File: config.mk
export PLATFORM = sky130hd
export DESIGN_NAME = sdram_rw_scheduler
export DESIGN_NICKNAME = d
export VERILOG_FILES = /design/src/rtl/sdram_rw_scheduler.sv
export SDC_FILE = /design/constraint.sdc
export NUM_CORES = 1
export LEC_CHECK = 0
export CORE_MARGIN = 2
export CORE_UTILIZATION = 30
export CTS_BUF_LIST = sky130_fd_sc_hd__clkbuf_2
export DETAILED_ROUTE_END_ITERATION = 8
export GPL_TIMING_DRIVEN = 0
export PLACE_DENSITY = 0.53
export SYNTH_ARGS = -nofsm -noshare
export SYNTH_HDL_FRONTEND = slang
export SYNTH_SLANG_ARGS = --single-unit
File: constraint.sdc
create_clock -name SD_clk -period 1.5 [get_ports SD_clk]
set_input_delay 0.3 -clock SD_clk [delete_from_list [all_inputs] [get_ports SD_clk]]
set_output_delay 0.3 -clock SD_clk [all_outputs]
set_load 0.01 [all_outputs]
File: src/rtl/sdram_rw_scheduler.sv
// Read/write arbiter for the FIFO-to-SDRAM bridge: read priority, write-drain watermarks,
// anti-starvation forcing, direction-change turnaround gap and a completion watchdog.
module sdram_rw_scheduler #(
    parameter int LVL_W      = 5,
    parameter int WR_HI_WM   = 12,
    parameter int WR_LO_WM   = 4,
    parameter int MAX_STARVE = 4,
    parameter int TURN_CYC   = 2,
    parameter int TO_W       = 8
) (
    input  logic             SD_clk,
    input  logic             ARESETn,
    input  logic             WADDR_FIFO_EMPTY,
    input  logic             WDATA_FIFO_EMPTY,
    input  logic             RADDR_FIFO_EMPTY,
    input  logic             RDATA_FIFO_FULL,
    input  logic [LVL_W-1:0] WR_LEVEL,
    input  logic             busy,
    output logic             op_valid,
    output logic             op_write,
    input  logic             op_ack,
    input  logic             op_done,
    output logic             drain_mode,
    output logic             timeout_err
);
    localparam int SK_W = $clog2(MAX_STARVE + 1);
    localparam int GP_W = (TURN_CYC > 1) ? $clog2(TURN_CYC) : 1;

    typedef enum logic [2:0] {IDLE, ARB, GAP, ISSUE, WAIT_DONE} state_t;

    state_t          state, nxt;
    logic            dir, last_dir, pick_wr, grant, timeout;
    logic [SK_W-1:0] rd_skip, wr_skip;
    logic [GP_W-1:0] gap_cnt;
    logic [TO_W-1:0] wdog;
    logic            wr_elig, rd_elig, rd_force, wr_force;

    assign wr_elig  = !WADDR_FIFO_EMPTY && !WDATA_FIFO_EMPTY;
    assign rd_elig  = !RADDR_FIFO_EMPTY && !RDATA_FIFO_FULL;
    assign rd_force = rd_skip >= SK_W'(MAX_STARVE);
    assign wr_force = wr_skip >= SK_W'(MAX_STARVE);
    // Watchdog fires on the cycle its count would become all-ones.
    assign timeout  = (state == WAIT_DONE) && !op_done && (wdog == {{(TO_W-1){1'b1}}, 1'b0});

    assign op_valid = (state == ISSUE);
    assign op_write = dir;

    always_comb begin
        nxt     = state;
        grant   = 1'b0;
        pick_wr = dir;
        unique case (state)
            IDLE: if (!busy) nxt = ARB;
            ARB: begin
                nxt = IDLE;
                if (!busy) begin
                    if (rd_elig && rd_force) begin
                        grant = 1'b1; pick_wr = 1'b0;
                    end else if (wr_elig && (drain_mode || wr_force)) begin
                        grant = 1'b1; pick_wr = 1'b1;
                    end else if (rd_elig) begin
                        grant = 1'b1; pick_wr = 1'b0;
                    end else if (wr_elig) begin
                        grant = 1'b1; pick_wr = 1'b1;
                    end
                    if (grant)
                        nxt = ((pick_wr != last_dir) && (TURN_CYC > 0)) ? GAP : ISSUE;
                end
            end
            GAP:       if (gap_cnt == GP_W'(TURN_CYC - 1)) nxt = ISSUE;
            ISSUE:     if (op_ack) nxt = op_done ? IDLE : WAIT_DONE;
            WAIT_DONE: if (op_done || timeout) nxt = IDLE;
            default:   nxt = IDLE;
        endcase
    end

    always_ff @(posedge SD_clk) begin
        if (!ARESETn) begin
            state       <= IDLE;
            dir         <= 1'b0;
            last_dir    <= 1'b0;
            rd_skip     <= '0;
            wr_skip     <= '0;
            gap_cnt     <= '0;
            wdog        <= '0;
            drain_mode  <= 1'b0;
            timeout_err <= 1'b0;
        end else begin
            state <= nxt;
            if (WR_LEVEL >= LVL_W'(WR_HI_WM))
                drain_mode <= 1'b1;
            else if (WR_LEVEL <= LVL_W'(WR_LO_WM))
                drain_mode <= 1'b0;
            // Loser's counter only advances when it actually had work; saturates at the force level.
            if (grant) begin
                dir <= pick_wr;
                if (pick_wr) begin
                    wr_skip <= '0;
                    if (rd_elig && !rd_force) rd_skip <= rd_skip + 1'b1;
                end else begin
                    rd_skip <= '0;
                    if (wr_elig && !wr_force) wr_skip <= wr_skip + 1'b1;
                end
            end
            gap_cnt <= (state == GAP) ? gap_cnt + 1'b1 : '0;
            if (state == ISSUE && op_ack) begin
                last_dir <= dir;
                wdog     <= '0;
            end else if (state == WAIT_DONE) begin
                wdog <= wdog + 1'b1;
            end
            if (timeout) timeout_err <= 1'b1;
        end
    end
endmodule

### Word-level counts from Yosys, hierarchy flattened

Index checks and enable logic that the tools add are counted.

| storage, ports and cells | value |
|---|---|
| flip-flop bits (word level) | 22 |
| bits of input ports | 14 |
| output and inout bits | 4 |
| logic and storage cells | 86 |

| cells by class | value |
|---|---|
| add/sub/neg operators | 4 |
| $lt $le $gt $ge | 4 |
| equality and inequality tests | 11 |
| mux-type cells | 31 |
| bitwise gates (word level) | 1 |
| reduce and logical (&&, ||, !) cells | 26 |

Operators with widths:

| operator | number |
|---|---|
| $mux W3 | 9 |
| $mux W1 | 19 |
| $pmux W3 S5 | 1 |
| $logic_and A1 B1 Y1 | 9 |
| $add A8 B1 Y8 const B | 1 |
| $eq A8 B8 Y1 const B | 1 |
| $logic_not A1 Y1 | 7 |
| $add A3 B1 Y3 const B | 2 |
| $eq A3 B2 Y1 const B | 2 |
| $ge A3 B3 Y1 const B | 2 |
| $ne A2 B2 Y1 const B | 3 |
| $reduce_and A2 Y1 | 3 |
| $ge A5 B4 Y1 const B | 1 |
| $le A5 B3 Y1 const B | 1 |
| $mux W2 | 2 |
| $ne A2 B1 Y1 const B | 2 |
| $reduce_and A4 Y1 | 1 |
| $reduce_bool A2 Y1 | 2 |
| $eq A3 B1 Y1 const B | 1 |
| $eq A3 B3 Y1 const B | 1 |
| $logic_not A3 Y1 | 1 |
| $logic_or A1 B1 Y1 | 2 |
| $reduce_or A2 Y1 | 1 |
| $add A1 B1 Y1 const B | 1 |
| other kinds (2) | 2 |

### Longest topological paths before layout

Gate-level depths: netlist (run 1).

| depth | value |
|---|---|
| depth in word-level cells | 13 |
| depth in mapped cells | 5 |

### Worst setup path before layout (run 1)

OpenSTA, ideal clock, no wires.

| timing path | value |
|---|---|
| path kind | reg2reg |
| start point | register drain_mode |
| end point | register wr_skip[0] |
| setup time | 0.075 ns |
| data arrival time | 1.329 ns |
| required time | 1.425 ns |
| setup slack | 0.096 ns |
| stages on the path, launching flop included | 5 |
| buffers on the path | 0 |
| cell sequence | dfxtp_1 > or2_2 > a22oi_1 > or3b_1 > o22ai_1 |

| between the ends | value |
|---|---|
| word-level cells in the longest chain between the ends | 10 |
| elaborated cells between the ends (all ways) | 17 |
| classes of those cells | 13 x mux; 4 x reduce/logical |

RTL lines:

| what | line | text |
|---|---|---|
| start: declaration | 23 | `output logic drain_mode,` |
| start signal: assignment | 86 | `drain_mode <= 1'b0;` |
| start signal: assignment | 91 | `drain_mode <= 1'b1;` |
| start signal: assignment | 93 | `drain_mode <= 1'b0;` |
| $logic_or A1 B1 Y1 * | 59 | `end else if (wr_elig && (drain_mode \|\| wr_force)) begin` |
| $logic_and A1 B1 Y1 * | 59 |  |
| $mux W1 | 59 |  |
| $mux W1 | 57 | `if (rd_elig && rd_force) begin` |
| $mux W1 | 56 | `if (!busy) begin` |
| $mux W1 | 52 | `unique case (state)` |
| $mux W1 | 56 |  |
| $mux W1 | 52 |  |
| $reduce_bool A2 Y1 (no source line) | - |  |
| $reduce_and A2 Y1 (no source line) | - |  |
| end signal: assignment | 102 | `if (wr_elig && !wr_force) wr_skip <= wr_skip + 1'b1;` |
| end: declaration | 33 | `logic [SK_W-1:0] rd_skip, wr_skip;` |

Every way passes the cells marked *; elsewhere a longest branch is shown, timed or not. The select of a mux whose other input is x is not followed.
A chain may end at the register's enable or synchronous reset.

### Worst setup path in the final report (run 1)

| timing path | value |
|---|---|
| start point | register state[2] |
| end point | register wr_skip[0] |

| between the ends | value |
|---|---|
| word-level cells in the longest chain between the ends | 4 |
| elaborated cells between the ends (all ways) | 6 |
| classes of those cells | 1 x eq/ne; 3 x mux; 2 x reduce/logical |

RTL lines:

| what | line | text |
|---|---|---|
| start: declaration | 31 | `state_t state, nxt;` |
| start signal: assignment | 89 | `state <= nxt;` |
| $eq A3 B1 Y1 * | 52 |  |
| $mux W1 | 52 |  |
| $reduce_bool A2 Y1 (no source line) | - |  |
| $reduce_and A2 Y1 (no source line) | - |  |

Every way passes the cells marked *; elsewhere a longest branch is shown, timed or not.

==> impl_metrics.tcl, run 1 <==
set metrics [dict create \
    status "finished, violations left" \
    cts-root-buf "clkbuf_2" \
    cp_max_fo 5 \
    critical_path.endpoint_type "flip-flop" \
    fin_crit_ns 1.56 \
    power_frac_seq 0.614 \
    cts.sinks 22 \
    routed_wl_um 2340 \
    grt_pass1_vias 926 \
    synth_xor_area_frac 0.0570 \
    netSwitchingFraction 0.260 \
    dp_slack_ns -0.477 \
    synth_adder_area_share 0.0465 \
    num_vias 947 \
    final_nets 167 \
    grt_max_degree 13 \
    synth_edf_count 0 \
    peakVddDrop_v 0.000307 \
    die-area_um2 4080 \
    hold_slack_ns 0.481 \
    drtAntennaViolNets 0 \
    finalSetupViolCount 3 \
    cts_tree "done" \
    syn_avg_cell_area_um2 8.89 \
    synthMuxAreaShare 0.00930 \
    required_ns 1.78 \
    synth_fp_nets 139 \
    p_int_uw 731 \
    rsz0062_at_grt "true" \
    antenna_found_initial 0 \
    ys.flop_type "dfxtp_1" \
    synth_area_um2 1080 \
    synth_simple_gate_area_frac 0.290 \
    p_clk_frac 0.243 \
    ys_types 39 \
    clock.fmax_mhz 643 \
    dp.cells 184 \
    synthArstFlopShare 0 \
    cts_buffers 3 \
    min_period_over_period 1.04 \
    postSynthCellCount 121 \
    grt_pass1_wl_um 4150 \
    cp.arrival_ns 1.83 \
    path_class "flip-flop to flip-flop" \
    dr.pass1.iters 4 \
    max-clock-path-buffers 2 \
    maxSlewViolCount 0 \
    floorplan.die.height_um 63.9 \
    areaGrowthSynthToFinish_pct 31.0 \
    worst_pin_slew_ns 0.404 \
    fin_cells 194 \
    viasPerCell 4.88 \
    drc 0 \
    diodes 0 \
    hold_class "flip-flop to flip-flop" \
    synth_compound_area_frac 0.170 \
    synth_top_family_by_area "simple AND/OR/NAND/NOR gates" \
    comb_power_share 0.142 \
    setup_ws_ns -0.0551 \
    start_util 0.317 \
    fillers 351 \
    drv_cap 0 \
    wl_per_cell_um 12.1 \
    dp_hpwl_um 1710 \
    place_congestion 0.808 \
    violations "negative setup slack" \
    fin_skew_ns 0.0102 \
    placeableCoreArea_um2 3390 \
    p_switching_uw 257 \
    drive_gt1_frac 0.203 \
    clkLatencyLatePin_ns 0.33 \
    cts.reportedPaths.clkPinSlew_ns 0.22 \
    ys_seq_area_frac 0.409 \
    max_slew_margin 0.731 \
    io_pins 18 \
    cellPowerDensity_nw_per_um2 701 \
    drt-initial-drc-count 71 \
    core.rowCount 21 \
    cts_max_level 1 \
    yosysWarnings 0 \
    fp.dieW_um 63.9 \
    portBuffers 17 \
    yosys_register_bits 22 \
    gr-total-overflow 0 \
    start_kind "flip-flop" \
    hold_viol_final 0 \
    p_leak_uw 0.000543 \
    grt_usage 0.128 \
]
## layer usage
layer | GRT usage | share of wire | vias to the layer above
li1 | - | - | 490
met1 | 0.161 | 0.50 | 445
met2 | 0.206 | 0.45 | 10
met3 | 0.0387 | 0.041 | 2
met4 | 0.0489 | 0.0081 | 0
met5 | 0 | 0 | -
## worst paths after layout
| path | depth (start not counted) | end | slack (ns) | startpoint |
|---|---|---|---|---|
| worst max-delay path | 6 | wr_skip[0] | -0.06 | state[2] |
| worst min-delay path | 1 | gap_cnt | 0.48 | gap_cnt |
| worst max register to register | 6 | wr_skip[0] | -0.06 | state[2] |
| worst min register to register | 1 | gap_cnt | 0.48 | gap_cnt |
## cell usage in the layout (no fill, tap or decap), drive strengths merged, types with 2 or more instances in the layout
master / n
o22ai: 2
nand2b: 4
o21a: 3
nand2: 14
buf: 8
nor3: 2
a31oi: 3
ha: 4
or2: 2
o21ai: 3
nand3: 3
or3b: 2
dfxtp: 22
xor2: 6
dlygate4sd2: 3
nor3b: 2
inv: 3
a21boi: 4
a21oi: 3
nand4: 5
nor2: 13
and3: 3
clkbuf: 4
a211oi: 2
clkdlybuf4s50: 13
## critical path, cell delays in order, from the launching register on
cell and delay (ns):
dfxtp_4 0.39, buf_6 0.12, nor4b_4 0.23, buf_4 0.18, nand2_2 0.06, or3b_4 0.39, o22ai_2 0.14
## area by class of cell
cell class                      instances  area [um^2]  area share
Buffer                                  2         11.3     0.00799
Clock buffer                            3         15.0      0.0106
Clock inverter                          1         3.75     0.00266
Inverter                                3         11.3     0.00799
Multi-Input combinational cell         94          646       0.458
Sequential cell                        22          455       0.323
Tap cell                               46         57.6      0.0408
Timing Repair Buffer                   23          210       0.149
## power by group through the flow
stage          sequential (uW)  combinational, uW  clock (uW)
2_1_floorplan              619               60.6           0
3_3_place_gp               620                121           0
3_5_place_dp               621                123           0
4_1_cts                    604                141         254
5_1_grt                    610                153         278
6_report                   607                140         241
## Yosys cell counts (3+ instances only)
library cell	instances	area share
o21a_1	3	0.021
dfxtp_1	22	0.41
xor2_1	6	0.049
a21oi_1	3	0.014
and3_1	3	0.017
a21boi_0	3	0.021
nor2_1	13	0.045
a31oi_1	3	0.017
nand2b_1	4	0.023
ha_1	4	0.047
nand4_1	5	0.029
nand2_1	13	0.045
o21ai_0	3	0.014
nand3_1	3	0.014
inv_1	3	0.010
## sequential cells by signal, summed over array words and instances, names as in the netlist
signal and cells:
drain_mode 1, wdog 8, wr_skip 3, timeout_err 1, rd_skip 3, op_write 1, last_dir 1, state 3
gap_cnt 1
## stage by stage
| stage | area [um^2] | setup TNS [ns] | power, uW | utilization |
|---|---|---|---|---|
| 3_5_place_dp | 1300 | -3.38 | 744 | 0.385 |
| 5_1_grt | 1410 | -0.334 | 1040 | 0.416 |
| 3_3_place_gp | 1300 | -3.18 | 741 | 0.385 |
| 4_1_cts | 1400 | -0.161 | 999 | 0.412 |
| 2_1_floorplan | 1080 | 0 | 680 | - |
| 6_report | 1410 | -0.125 | 988 | 0.416 |
## repair_timing
item / 4_1_cts / 5_1_grt
pin swaps: 4 / 1
cloned: 0 / 0
buffers inserted: 6 / 1
resized for setup: 24 / 4
hold buffers: 0 / 0
setup endpoints to repair: 13 / 11
## cell families (layout without fill, tap and decap cells)
logic type               Yosys count  count (layout)
AO/OA/AOI/OAI                     26              26
AND/OR/NAND/NOR                   56              56
flip-flops                        22              22
buffers and inverters              5              32
XOR/XNOR                           7               7
adder cells (fa/ha/maj)            4               4
multiplexers                       1               1
Note: power is estimated with default switching activity, not from simulation.
==> run 2, diff against run 1 <==
--- a/config.mk
+++ b/config.mk
@@ -6,11 +6,11 @@
 export NUM_CORES = 1
 export LEC_CHECK = 0
 export CORE_MARGIN = 2
-export CORE_UTILIZATION = 30
+export CORE_UTILIZATION = 49
 export CTS_BUF_LIST = sky130_fd_sc_hd__clkbuf_2
 export DETAILED_ROUTE_END_ITERATION = 8
 export GPL_TIMING_DRIVEN = 0
-export PLACE_DENSITY = 0.53
+export PLACE_DENSITY = 0.78
 export SYNTH_ARGS = -nofsm -noshare
 export SYNTH_HDL_FRONTEND = slang
 export SYNTH_SLANG_ARGS = --single-unit
==> impl_metrics.tcl, run 2 (synthesized netlist as in run 1, its figures left out) <==
set metrics [dict create \
    die-area_um2 2590 \
    viasPerCell 5.54 \
    max_slew_margin 0.724 \
    setup_ws_ns -0.0375 \
    clock.fmax_mhz 650 \
    areaGrowthSynthToFinish_pct 35.0 \
    core.rowCount 16 \
    final_nets 170 \
    fin_cells 178 \
    clkLatencyLatePin_ns 0.33 \
    p_leak_uw 0.000572 \
    dp_hpwl_um 1590 \
    fp.dieW_um 50.9 \
    drive_gt1_frac 0.245 \
    critical_path.endpoint_type "flip-flop" \
    hold_start "gap_cnt" \
    placeableCoreArea_um2 2020 \
    gr-total-overflow 0 \
    cts-root-buf "clkbuf_2" \
    cts_buffers 3 \
    fin_crit_ns 1.54 \
    grt_pass1_wl_um 4170 \
    largest_reg_flops 8 \
    hold_buffers 0 \
    drv_cap 0 \
    grt_usage 0.209 \
    multi_input_area_um2 668 \
    maxSlewViolCount 0 \
    grt_max_degree 14 \
    violations "negative setup slack" \
    dp_slack_ns -0.445 \
    diodes 0 \
    hold_class "flip-flop to flip-flop" \
    routed_wl_um 2420 \
    r2r_start "state[2]" \
    largest-register "wdog" \
    final_cell_mix "15 x dfxtp_1, 13 x clkdlybuf4s50_1, 12 x nand2_1, 12 x nor2_1, 10 x buf_4" \
    hold_viol_final 0 \
    dp.cells 165 \
    peakVddDrop_v 0.000819 \
    layout_commonest_cell "dfxtp_1" \
    portBuffers 17 \
    fin_skew_ns 0.00305 \
    grt_pass1_vias 983 \
    hold_slack_ns 0.486 \
    min_to "gap_cnt" \
    fillers 141 \
    wl_per_cell_um 13.6 \
    cts.reportedPaths.clkPinSlew_ns 0.22 \
    drt-initial-drc-count 31 \
    floorplan.die.height_um 50.9 \
    path_class "primary input to flip-flop" \
    cp.arrival_ns 1.82 \
    r2r_setup_slack_ns 0.01 \
    max-clock-path-buffers 2 \
    antenna_found_initial 0 \
    dr.pass1.iters 4 \
    status "finished, violations left" \
    cellPowerDensity_nw_per_um2 814 \
    start_util 0.532 \
    drtAntennaViolNets 0 \
    worst_pin_slew_ns 0.413 \
    cts_tree "done" \
    reg2reg_depth 5 \
    required_ns 1.78 \
    cts.sinks 22 \
    r2r_end "rd_skip[0]" \
    hold_depth 1 \
    finalSetupViolCount 2 \
    drc 0 \
    io_pins 18 \
    rsz0062_at_grt "true" \
    regArea_um2 454 \
    cp_max_fo 3 \
    num_vias 987 \
    start_kind "primary input" \
    min_period_over_period 1.03 \
    place_congestion 0.819 \
    cts_max_level 1 \
]
run 2: changes by cell type in the layout (fill, tap and decap cells not counted), sizes merged:
cell    previous run  this run
buf                8        11
clkinv             1         0
bufinv             0         1
run 2: critical path: stages:
cell	delay, ns
clkdlybuf4s50_1	0.51
nor3_2	0.29
and2_1	0.23
or3b_1	0.36
a21boi_1	0.12
run 2: per-layer routing:
metal / wire length (um) / vias up / track usage
met5: 0 / - / 0
li1: - / 495 / -
met3: 103 / 6 / 0.0292
met4: 27 / 0 / 0.0676
met2: 1140 / 28 / 0.349
met1: 1140 / 458 / 0.280
run 2: worst max-delay path by stage:
stage | start | end | slack (ns) | cells past startpoint
after CTS | state[1] | wr_skip[1] | 0.02 | 5
after global routing | WDATA_FIFO_EMPTY | rd_skip[0] | -0.07 | 5
after global placement | busy | wr_skip[2] | -0.43 | 4
after detailed placement | busy | wr_skip[2] | -0.44 | 4
final | WDATA_FIFO_EMPTY | rd_skip[0] | -0.04 | 5
after floorplan | drain_mode | wr_skip[0] | 0.1 | 4
run 2: stage by stage:
| step | total power, uW | cell area, um^2 | utilization | setup TNS (ns) |
|---|---|---|---|---|
| 5_1_grt | 1230 | 1450 | 0.718 | -0.148 |
| 3_5_place_dp | 744 | 1280 | 0.633 | -3.11 |
| 4_1_cts | 1170 | 1400 | 0.690 | 0 |
| 3_3_place_gp | 740 | 1280 | 0.633 | -2.83 |
| 2_1_floorplan | 680 | 1080 | - | 0 |
| 6_report | 1180 | 1450 | 0.718 | -0.0410 |
run 2: final cells by class:
cell class	count	share of cell area
tap	27	0.0233
timing repair buffer	26	0.158
multi-input combinational	94	0.460
inverter	3	0.00775
sequential	22	0.313
clock buffer	3	0.0103
buffer	2	0.00775
clock inverter	1	0.0207
run 2: what timing repair did:
action / in CTS / in global routing
buffers inserted: 6 / 3
gates resized for setup: 23 / 10
cloned: 0 / 0
pin swaps: 3 / 3
endpoints found under the setup margin: 9 / 14
run 2: power by group:
part           switching, uW  internal, uW  total (uW)
sequential              12.6           595         607
combinational           68.8          89.0         158
clock                    187           230         417
total                    268           913        1180
==> run 3, diff against run 2 <==
--- a/config.mk
+++ b/config.mk
@@ -10,7 +10,7 @@
 export CTS_BUF_LIST = sky130_fd_sc_hd__clkbuf_2
 export DETAILED_ROUTE_END_ITERATION = 8
 export GPL_TIMING_DRIVEN = 0
-export PLACE_DENSITY = 0.78
+export PLACE_DENSITY = 0.76
 export SYNTH_ARGS = -nofsm -noshare
 export SYNTH_HDL_FRONTEND = slang
 export SYNTH_SLANG_ARGS = --single-unit
==> impl_metrics.tcl, run 3 (synthesized netlist as in run 1, its figures left out) <==
set metrics [dict create \
    fp.dieW_um 50.9 \
    required_ns 1.78 \
    fin_cells 176 \
    hold_buffers 0 \
    dp.cells 165 \
    routed_wl_um 2210 \
    io_pins 18 \
    path_cells "or2_2, a22oi_2, or3b_4, o22ai_1" \
    dp_hpwl_um 1580 \
    drtAntennaViolNets 0 \
    viasPerCell 5.44 \
    r2r_start "wr_skip[2]" \
    place_congestion 0.781 \
    final_nets 168 \
    dr.pass1.iters 4 \
    p_leak_uw 0.000542 \
    cp.arrival_ns 1.85 \
    hold_viol_final 0 \
    die-area_um2 2590 \
    placed_cell_area_um2 1280 \
    cellPowerDensity_nw_per_um2 705 \
    hold_class "flip-flop to flip-flop" \
    clkLatencyLatePin_ns 0.33 \
    rsz0062_at_grt "true" \
    cts_tree "done" \
    drive_gt1_frac 0.195 \
    antenna_found_initial 0 \
    diodes 0 \
    worst_pin_slew_ns 0.421 \
    floorplan.die.height_um 50.9 \
    r2r_end "wr_skip[0]" \
    fin_skew_ns 0.00969 \
    reg2reg_depth 4 \
    final_cell_area_um2 1410 \
    critical_path.endpoint_type "flip-flop" \
    min_period_over_period 1.05 \
    max-clock-path-buffers 2 \
    slowest_stage "dfxtp_1" \
    largest-register "wdog" \
    placeableCoreArea_um2 2020 \
    largest_reg_flops 8 \
    cts-root-buf "clkbuf_2" \
    cts_buffers 3 \
    r2r_setup_slack_ns -0.07 \
    clock.fmax_mhz 637 \
    core.rowCount 16 \
    cpPeakStageDelay_ns 0.41 \
    cts_max_level 1 \
    cp_top_family "simple AND/OR/NAND/NOR gates" \
    portBuffers 17 \
    layout_commonest_cell "dfxtp_1" \
    critPathBufInv 0 \
    setup_tns_ns -0.163 \
    peakVddDrop_v 0.000507 \
    start_util 0.532 \
    setup_ws_ns -0.0703 \
    final_core_util 0.697 \
    num_vias 957 \
    start_kind "flip-flop" \
    hold_depth 2 \
    gr-total-overflow 0 \
    finalSetupViolCount 4 \
    crit_cells 4 \
    path_class "flip-flop to flip-flop" \
    grt_max_degree 13 \
    areaGrowthSynthToFinish_pct 30.9 \
    maxSlewViolCount 0 \
    grt_pass1_vias 864 \
    cts.reportedPaths.clkPinSlew_ns 0.22 \
    cts.sinks 22 \
    final_cell_mix "16 x dfxtp_1, 13 x nand2_1, 13 x nor2_1, 13 x clkdlybuf4s50_1" \
    fin_crit_ns 1.57 \
    grt_usage 0.188 \
    status "finished, violations left" \
    drv_cap 0 \
    hold_start "rd_skip[1]" \
    grt_pass1_wl_um 3770 \
    drt-initial-drc-count 10 \
    min_to "rd_skip[1]" \
    cp_max_fo 4 \
    violations "negative setup slack" \
    wl_per_cell_um 12.6 \
    drc 0 \
    max_slew_margin 0.718 \
]
==> run 3: cell count changes in the layout (fill, tap and decap cells not counted), moves of 2 or more <==
cell / change
dfxtp_2: -2
buf_6: +2
buf_4: -4
or2_4: -2
or2_2: +2
==> run 3: tightest hold or removal path, stage by stage, from the launching register on <==
cell and delay, ns:
dfxtp_1 0.36, nand2_1 0.05, a21boi_0 0.06
==> run 3: how the worst max path moves through the flow <==
stage | start | end | slack, ns
finish | wr_skip[2] | wr_skip[0] | -0.07
global route | state[1] | wr_skip[0] | -0.14
CTS | state[1] | rd_skip[0] | -0.09
detailed placement | busy | wr_skip[2] | -0.43
global placement | busy | wr_skip[2] | -0.44
floorplan | drain_mode | wr_skip[0] | 0.1
==> run 3: layout make-up <==
| cell class | instances | area [um^2] |
|---|---|---|
| Clock buffer | 3 | 15.0 |
| Timing Repair Buffer | 24 | 218 |
| Buffer | 2 | 15.0 |
| Fill cell | 168 | 613 |
| Sequential cell | 22 | 455 |
| Tap cell | 27 | 33.8 |
| Inverter | 3 | 11.3 |
| Multi-Input combinational cell | 94 | 657 |
| Clock inverter | 1 | 3.75 |
==> run 3: repair_timing <==
item	4_1_cts	5_1_grt
endpoints found under the setup margin	9	9
pin swaps	6	4
gates resized for setup	25	5
gates cloned	0	1
buffers inserted	6	0
==> run 3: where the power goes <==
group	total, uW	switching (uW)	internal (uW)
Combinational	143	64.0	79.1
Sequential	606	12.1	594
Clock	243	185	58.0
==> run 3: layer usage <==
| metal | share of wire | global-route usage | wire length (um) |
|---|---|---|---|
| met1 | 0.50 | 0.264 | 1100 |
| met2 | 0.46 | 0.307 | 1030 |
| met3 | 0.040 | 0.0292 | 89 |
| met4 | 0 | 0.0405 | 0 |
| met5 | 0 | 0 | 0 |
==> run 3: metrics by stage <==
stage          hold WS [ns]  total power (uW)  setup WS (ns)
2_1_floorplan         0.422               680         0.0961
3_3_place_gp          0.439               740         -0.439
3_5_place_dp          0.458               743         -0.433
4_1_cts               0.490               989        -0.0901
5_1_grt               0.505              1040         -0.138
6_report              0.484               993        -0.0703
